`src/rtl/router_pkt_tx.sv`:
```
// Router packet transmitter: buffers an upstream payload, then streams
// header, payload and XOR parity to the router with busy back-pressure.
module router_pkt_tx (
  input  logic       clk,
  input  logic       reset,
  input  logic       start,
  input  logic [1:0] dest_addr,
  input  logic [5:0] pkt_len,
  input  logic [7:0] pl_data,
  input  logic       pl_valid,
  output logic       pl_ready,
  input  logic       busy,
  output logic [7:0] data_out,
  output logic       pkt_valid,
  output logic       tx_active,
  output logic       done,
  output logic       addr_err
);

  typedef enum logic [2:0] {
    S_IDLE, S_LOAD, S_HEADER, S_PAYLOAD, S_PARITY, S_DONE
  } state_t;

  state_t     state_q, state_d;
  logic [7:0] header_q, header_d;
  logic [7:0] parity_q, parity_d;
  logic [7:0] data_out_q, data_out_d;
  logic [5:0] count_q, count_d;
  logic [5:0] idx_q, idx_d;
  logic       pkt_valid_q, pkt_valid_d;
  logic       addr_err_q, addr_err_d;
  logic       done_q, done_d;
  logic       pl_ready_q, pl_ready_d;
  logic       tx_active_q, tx_active_d;
  logic       buf_we;
  logic [5:0] len;
  logic [7:0] buf_mem [64];

  assign len = header_q[7:2];

  always_comb begin
    state_d     = state_q;
    header_d    = header_q;
    parity_d    = parity_q;
    count_d     = count_q;
    idx_d       = idx_q;
    data_out_d  = data_out_q;
    pkt_valid_d = pkt_valid_q;
    addr_err_d  = 1'b0;
    buf_we      = 1'b0;
    case (state_q)
      S_IDLE: if (start) begin
        if (dest_addr == 2'd3 || pkt_len == 6'd0) begin
          addr_err_d = 1'b1;
        end else begin
          header_d = {pkt_len, dest_addr};
          parity_d = {pkt_len, dest_addr};
          count_d  = 6'd0;
          state_d  = S_LOAD;
        end
      end
      S_LOAD: if (pl_valid) begin
        buf_we   = 1'b1;
        parity_d = parity_q ^ pl_data;
        count_d  = count_q + 6'd1;
        if (count_q == len - 6'd1) begin
          data_out_d  = header_q;
          pkt_valid_d = 1'b1;
          state_d     = S_HEADER;
        end
      end
      S_HEADER: if (!busy) begin
        data_out_d  = buf_mem[0];
        pkt_valid_d = 1'b1;
        idx_d       = 6'd0;
        state_d     = S_PAYLOAD;
      end
      S_PAYLOAD: if (!busy) begin
        // parity_q is final here: the last payload byte was folded in during LOAD
        if (idx_q == len - 6'd1) begin
          data_out_d  = parity_q;
          pkt_valid_d = 1'b0;
          state_d     = S_PARITY;
        end else begin
          idx_d      = idx_q + 6'd1;
          data_out_d = buf_mem[idx_q + 6'd1];
        end
      end
      S_PARITY: if (!busy) begin
        data_out_d  = 8'h00;
        pkt_valid_d = 1'b0;
        state_d     = S_DONE;
      end
      S_DONE:  state_d = S_IDLE;
      default: state_d = S_IDLE;
    endcase
    pl_ready_d  = (state_d == S_LOAD);
    tx_active_d = (state_d != S_IDLE);
    done_d      = (state_d == S_DONE);
  end

  always_ff @(posedge clk or negedge reset) begin
    if (!reset) begin
      state_q     <= S_IDLE;
      header_q    <= 8'h00;
      parity_q    <= 8'h00;
      data_out_q  <= 8'h00;
      count_q     <= 6'd0;
      idx_q       <= 6'd0;
      pkt_valid_q <= 1'b0;
      addr_err_q  <= 1'b0;
      done_q      <= 1'b0;
      pl_ready_q  <= 1'b0;
      tx_active_q <= 1'b0;
    end else begin
      state_q     <= state_d;
      header_q    <= header_d;
      parity_q    <= parity_d;
      data_out_q  <= data_out_d;
      count_q     <= count_d;
      idx_q       <= idx_d;
      pkt_valid_q <= pkt_valid_d;
      addr_err_q  <= addr_err_d;
      done_q      <= done_d;
      pl_ready_q  <= pl_ready_d;
      tx_active_q <= tx_active_d;
    end
  end

  // Payload storage needs no reset; it is always written before being read.
  always_ff @(posedge clk) begin
    if (buf_we) buf_mem[count_q] <= pl_data;
  end

  assign pl_ready  = pl_ready_q;
  assign data_out  = data_out_q;
  assign pkt_valid = pkt_valid_q;
  assign tx_active = tx_active_q;
  assign done      = done_q;
  assign addr_err  = addr_err_q;

endmodule

```
`config.mk`:
```
export PLATFORM = sky130hd
export DESIGN_NAME = router_pkt_tx
export DESIGN_NICKNAME = d
export VERILOG_FILES = /design/src/rtl/router_pkt_tx.sv
export SDC_FILE = /design/constraint.sdc
export NUM_CORES = 1
export LEC_CHECK = 0
export CELL_PAD_IN_SITES_DETAIL_PLACEMENT = 0
export CELL_PAD_IN_SITES_GLOBAL_PLACEMENT = 2
export CORE_AREA = 2 2 230 232
export DETAILED_ROUTE_END_ITERATION = 6
export DIE_AREA = 0 0 232 234
export GPL_ROUTABILITY_DRIVEN = 0
export PLACE_DENSITY_LB_ADDON = 0.1
export SLEW_MARGIN = 20
export SYNTH_ARGS = -nofsm -noshare
export SYNTH_HDL_FRONTEND = slang
export SYNTH_SLANG_ARGS = --single-unit
```
`constraint.sdc`:
```
create_clock -name clk -period 2.6 [get_ports clk]
set_clock_uncertainty 0.15 [all_clocks]
set_input_delay 0.78 -clock clk [delete_from_list [all_inputs] [get_ports clk]]
set_output_delay 0.78 -clock clk [all_outputs]
set_load 0.005 [all_outputs]
```
==> results.tsv, run 1 <==
metric	value	unit
outcome	complete, but fails checks	
violations	setup timing	
cts_sinks	556	
insertion_delay	0.62	ns
final_cells	2210	
hold_end	parity_q[6]	
setup_violations	8	
drive_above_1_share	0.365	
cts_root_buffer	clkbuf_16	
worstSetupEndpointType	register	
area_delta_synth_final	24.6	%
num_io_pins	34	
cts_max_path_buffers	3	
die_y	234	um
die-area	0.0543	sq mm
grt_overflow	0	
routed_wl	58600	um
max_freq	360	MHz
power_switching	10.5	mW
place_area	0.0253	sq mm
hold_viol_final	0	
min_from	pl_data[6]	
vias_per_cell	5.49	
worst_hold_path_type	in -> reg	
timing.final.crit_period	2.77	ns
power_frac_clock	0.250	
rr_startpoint	idx_q[0]	
fin_ws	-0.174	ns
hold_ws	0.345	ns
synth_nets	1226	
cts_inserted_buffers	57	
final_cell_area	0.0282	sq mm
dr.first_iter.drc_count	891	
io_buffers	33	
vias	12100	
ys_async_sr_fraction	0.0791	
r2r_cells	10	
crit_fanout	8	
p_sw_frac	0.323	
track_usage	0.218	
dpl.hpwl	37700	um
pwr-share-comb	0.425	
synth_edf_count	512	
slew_headroom	0.376	
critPathRequiredTime	2.98	ns
num_rows	84	
drt-wirelength-per-cell	26.5	um
dp_slack	-0.500	ns
max_cap_viol_count	0	
p_int	22.0	mW
final_max_slew_viol_count	0	
ant_nets	0	
fin_util	0.542	
ys_seq_area_frac	0.729	
p_leak	9.70	nW
drc	0	
first_pass_iters	4	
powerDensity	1150	mW/mm^2
dp.cells	2063	
crit_start	idx_q[0]	
final_nets	1501	
p_seq_frac	0.325	
htreeDepth	2	
crit_arrival	3.16	ns
clkTransAtPathRegs	0.07	ns
period_share	1.07	
rsz0062_at_grt	true	
yosys_warnings	0	
synthesis.instances	1202	
grt_max_degree	66	
antenna_found_initial	0	
start_kind	register	
grt_pass1_vias	12400	
n_fill_cell	4129	
syn_area_per_cell	18.8	sq um
ir_drop	0.000609	V
grt_pass1_wl	84600	um
cts_tree	built	
r2r_slack	-0.17	ns
finalPower	32.5	mW
start_util	0.435	
core_area	0.0520	sq mm
fin_tns_setup	-1.10	ns
synth-main-ff-cell	edfxtp_1	
r2r_end	data_out[2]	
diodes	0	
die_x	232	um
hold_depth	3	
ys_types	59	
ys_seq_elements	556	
timing_worst_setup_path_type	reg -> reg	
synthesis.area	0.0226	sq mm
worst_slew_pin_slew	0.936	ns
routing by layer:
metal  share of wire  vias to the layer above  GRT usage
li1                -                     5416          -
met5               0                        -          0
met3           0.045                       81     0.0393
met1            0.46                     6380      0.316
met4           0.027                        0     0.0629
met2            0.47                      264      0.342
synthesized netlist by cell type, drive strengths merged, types with 15 or more instances:
master,n,area [sq um]
mux4,128,2880
buf,47,293
mux2i,47,470
edfxtp,512,15400
nand2,84,315
o21ai,26,130
dfrtp,44,1100
nand3,19,100
a32o,15,150
nor2,91,349
a221oi,18,170
clkbuf,20,76.3
a21oi,17,85.1
sequential cells by signal, summed over array words and instances, names as in the netlist:
register and flops:
buf_mem 512, data_out 8, header_q 8, parity_q 8
count_q 6, idx_q 6, state_q 3, addr_err 1
done 1, pkt_valid 1, pl_ready 1, tx_active 1
placed cells by master, fill, tap and decap left out, types with 14 or more instances in the layout:
cell	instances
mux4_2	128
mux2i_2	14
buf_12	32
clkbuf_16	60
nand3_1	18
buf_4	198
dfrtp_1	43
mux2i_1	28
a21oi_1	16
edfxtp_1	512
nor2_1	87
clkdlybuf4s50_1	24
nand2_1	79
o211ai_1	14
worst max-delay path: stages (launching register included):
cell      delay (ns)
dfrtp_4         0.50
ha_4            0.37
buf_12          0.17
buf_16          0.14
mux4_2          0.21
mux2i_1         0.07
buf_4           0.14
a32o_2          0.22
a221oi_2        0.24
o211ai_1        0.19
a221oi_2        0.26
cell type report:
| class | instances | area, sq um | share of cell area |
|---|---|---|---|
| clock buffers | 70 | 1480 | 0.0523 |
| multi-input cells | 572 | 6190 | 0.220 |
| well taps | 688 | 861 | 0.0305 |
| inverters | 7 | 26.3 | 0.000932 |
| flip-flops and latches | 556 | 16500 | 0.585 |
| clock inverters | 34 | 379 | 0.0135 |
| repair buffers | 283 | 2770 | 0.0983 |
worst max-delay path by stage:
stage	slack, ns	depth (start not counted)	to
global route	-0.24	9	data_out[3]
floorplan	0.09	10	pkt_valid
CTS	-0.17	10	data_out[2]
finish	-0.17	10	data_out[2]
detailed placement	-0.50	10	data_out[2]
global placement	-0.49	8	data_out[6]
power groups by stage:
stage | clock (mW) | combinational [mW] | sequential (mW)
floorplan | 0 | 6.62 | 10.6
global placement | 0 | 11.1 | 10.7
detailed placement | 0 | 11.1 | 10.7
CTS | 8.33 | 12.8 | 10.5
global route | 8.69 | 14.6 | 10.6
finish | 8.14 | 13.8 | 10.6
cells by family after synthesis:
group                      share of synthesized area
AOI/OAI and AO/OA                             0.0415
xor gates and xnor gates                      0.0138
and+or+nand+nor                               0.0482
DFF                                            0.729
buffers and inverters                         0.0175
muxes                                          0.149
adders and majority gates                    0.00166
what timing repair did:
item,4_1_cts,5_1_grt
pin swaps,8,22
buffers inserted,15,23
setup endpoints to repair,9,19
resized for setup,54,54
hold buffers,1,0
endpoints found under the hold margin,14,0
gates cloned,5,3
(Power assumes the default switching activity.)
==> inputs of run 2 (changes only) <==
--- a/config.mk
+++ b/config.mk
@@ -5,6 +5,7 @@
 export SDC_FILE = /design/constraint.sdc
 export NUM_CORES = 1
 export LEC_CHECK = 0
+export CAP_MARGIN = 10
 export CELL_PAD_IN_SITES_DETAIL_PLACEMENT = 0
 export CELL_PAD_IN_SITES_GLOBAL_PLACEMENT = 2
 export CORE_AREA = 2 2 230 232
==> results of run 2 <==
Final layout, timing and power as in run 1 (identical DEF).
==> inputs of run 3 (changes only) <==
--- a/config.mk
+++ b/config.mk
@@ -8,9 +8,9 @@
 export CAP_MARGIN = 10
 export CELL_PAD_IN_SITES_DETAIL_PLACEMENT = 0
 export CELL_PAD_IN_SITES_GLOBAL_PLACEMENT = 2
-export CORE_AREA = 2 2 230 232
+export CORE_AREA = 2 2 218 220
 export DETAILED_ROUTE_END_ITERATION = 6
-export DIE_AREA = 0 0 232 234
+export DIE_AREA = 0 0 220 222
 export GPL_ROUTABILITY_DRIVEN = 0
 export PLACE_DENSITY_LB_ADDON = 0.1
 export SLEW_MARGIN = 20
==> constraint.sdc (replaced) <==
create_clock -name clk -period 3 [get_ports clk]
set_clock_uncertainty 0.15 [all_clocks]
set_input_delay 0.9 -clock clk [delete_from_list [all_inputs] [get_ports clk]]
set_output_delay 0.9 -clock clk [all_outputs]
set_load 0.005 [all_outputs]
==> results.tsv, run 3 (synthesized netlist as in run 1, its figures left out) <==
metric	value	unit	change
io_buffers	33		unchanged
core_area	0.0463	sq mm	-11%
worstSetupEndpointType	register		
layout_commonest_cell	edfxtp_1		
first_pass_iters	4		unchanged
outcome	completed		
rr_startpoint	idx_q[0]		
vias_per_cell	5.75		+4.6%
worst_slew_pin_slew	1.00	ns	+0.0659 ns
setup_violations	0		-8
p_seq_frac	0.358		+0.033
ant_nets	0		unchanged
r2r_slack	0.06	ns	+0.24 ns
start_kind	register		
period_share	0.978		-0.0887
dpl.hpwl	36400	um	-3.4%
routed_wl	54000	um	-7.8%
crit_arrival	3.30	ns	+0.14 ns
final_nets	1427		-4.9%
ir_drop	0.000623	V	+2.3%
p_sw_frac	0.315		-0.00767
timing.final.crit_period	2.94	ns	+0.161 ns
clkTransAtPathRegs	0.06	ns	about the same
r2r_end	data_out[4]		
powerDensity	956	mW/mm^2	-17%
insertion_delay	0.62	ns	about the same
final_cell_area	0.0269	sq mm	-4.5%
critPathCapture	data_out[4]		
drt-wirelength-per-cell	26.2	um	-1.0%
die_x	220	um	-5.2%
die_y	222	um	-5.1%
diodes	0		unchanged
hold_viol_final	0		unchanged
grt_max_degree	57		-14%
area_delta_synth_final	19.1	%	
most-common-layout-cells	edfxtp_1, buf_4, mux4_2, nor2_1, nand2_1		
max_freq	341	MHz	-5.5%
holdBufCountCts	0		-1
worst_hold_path_type	in -> async		
grt_pass1_vias	12200		-1.7%
crit_start	idx_q[0]		
die-area	0.0488	sq mm	-10%
slew_headroom	0.332		-0.0439
rsz0062_at_grt	true		
dr.first_iter.drc_count	1176		+32%
vias	11800		-2.5%
num_io_pins	34		unchanged
cts_root_buffer	clkbuf_16		
drc	0		unchanged
drive_above_1_share	0.292		-0.0726
num_rows	79		-6.0%
antenna_found_initial	0		unchanged
track_usage	0.228		+0.0100
grt_overflow	0		unchanged
p_int	17.6	mW	-20%
cts_tree	built		
cts_max_path_buffers	3		unchanged
final_cells	2059		-6.8%
timing_worst_setup_path_type	reg -> reg		
final_max_slew_viol_count	0		unchanged
grt_pass1_wl	80600	um	-4.7%
htreeDepth	2		unchanged
critPathRequiredTime	3.37	ns	+0.39 ns
power_frac_clock	0.279		+0.029
largest_reg_flops	512		unchanged
pwr-share-comb	0.363		-0.062
n_fill_cell	3488		-16%
max_cap_viol_count	0		unchanged
largest_register	buf_mem		
start_util	0.489		+0.0542
r2r_cells	8		-2
dp.cells	1945		-5.7%
cts_inserted_buffers	57		unchanged
power_switching	8.10	mW	-23%
place_area	0.0249	sq mm	-1.7%
crit_fanout	14		+6
p_leak	9.23	nW	-4.8%
cts_sinks	556		unchanged
[run 3: cell types whose count changed in the layout (fill, tap and decap cells not counted), sizes merged]
cell,before,now
buf,255,184
clkinv,20,34
clkbuf,73,63
inv,10,8
bufinv,7,8
clkinvlp,4,3
dlygate4sd3,1,0
[run 3: worst min path at each step]
stage,slack (ns),to,cells after the start
after global placement,0.35,parity_q[7],1
after detailed placement,0.34,parity_q[6],1
after CTS,0.01,idx_q[0],1
after floorplan,0.30,header_q[0],2
after global routing,0.03,idx_q[0],1
final,0.03,idx_q[0],1
[run 3: layer usage]
layer	up-vias	global-route usage	part of all wire	wire [um]
li1	5271	-	-	-
met1	6183	0.339	0.45	24300
met2	307	0.353	0.48	25700
met3	74	0.0332	0.048	2610
met4	0	0.0708	0.026	1400
met5	-	0	0	0
[run 3: timing repair]
action | in CTS | in global routing
cloned | 0 | 1
setup endpoints to repair | 1 | 8
resized for setup | 1 | 10
pin swaps | 0 | 4
setup buffers | 0 | 5
endpoints found under the hold margin | 0 | 0
[run 3: power groups by stage]
stage                     registers [mW]  logic, mW  clock network [mW]
after floorplan                     9.17       5.74                   0
after global placement              9.36       9.13                   0
after detailed placement            9.35       9.14                   0
after CTS                           9.20       9.18                7.34
after global routing                9.24       9.96                7.64
final                               9.20       9.34                7.19
[run 3: metrics by stage]
step / setup TNS [ns] / utilization / power [mW] / setup WS (ns) / hold WS, ns
after CTS: 0 / 0.579 / 25.7 / 0.0145 / 0.0104
after floorplan: 0 / - / 14.9 / 0.455 / 0.296
after detailed placement: -0.0498 / 0.538 / 18.5 / -0.0361 / 0.345
after global routing: -0.0257 / 0.582 / 26.8 / -0.0257 / 0.0310
after global placement: -0.0711 / 0.538 / 18.5 / -0.0460 / 0.348
final: 0 / 0.582 / 25.7 / 0.0649 / 0.0301
[run 3: layout make-up]
class	instances	area (sq um)	area share
timing repair buffer	209	1910	0.0711
inverter	7	26.3	0.000976
sequential	556	16500	0.612
multi-input combinational	572	5810	0.216
clock inverter	46	445	0.0165
clock buffer	62	1490	0.0552
tap	607	759	0.0282
[run 3: worst max-delay path: stages, from the launching register on]
cell and delay (ns):
dfrtp_4 0.51, ha_4 0.24, nand2_1 0.08, a2bb2oi_1 0.16, o22ai_1 0.27, a32o_1 0.36
a221oi_1 0.60, o211ai_1 0.23, a31oi_1 0.22
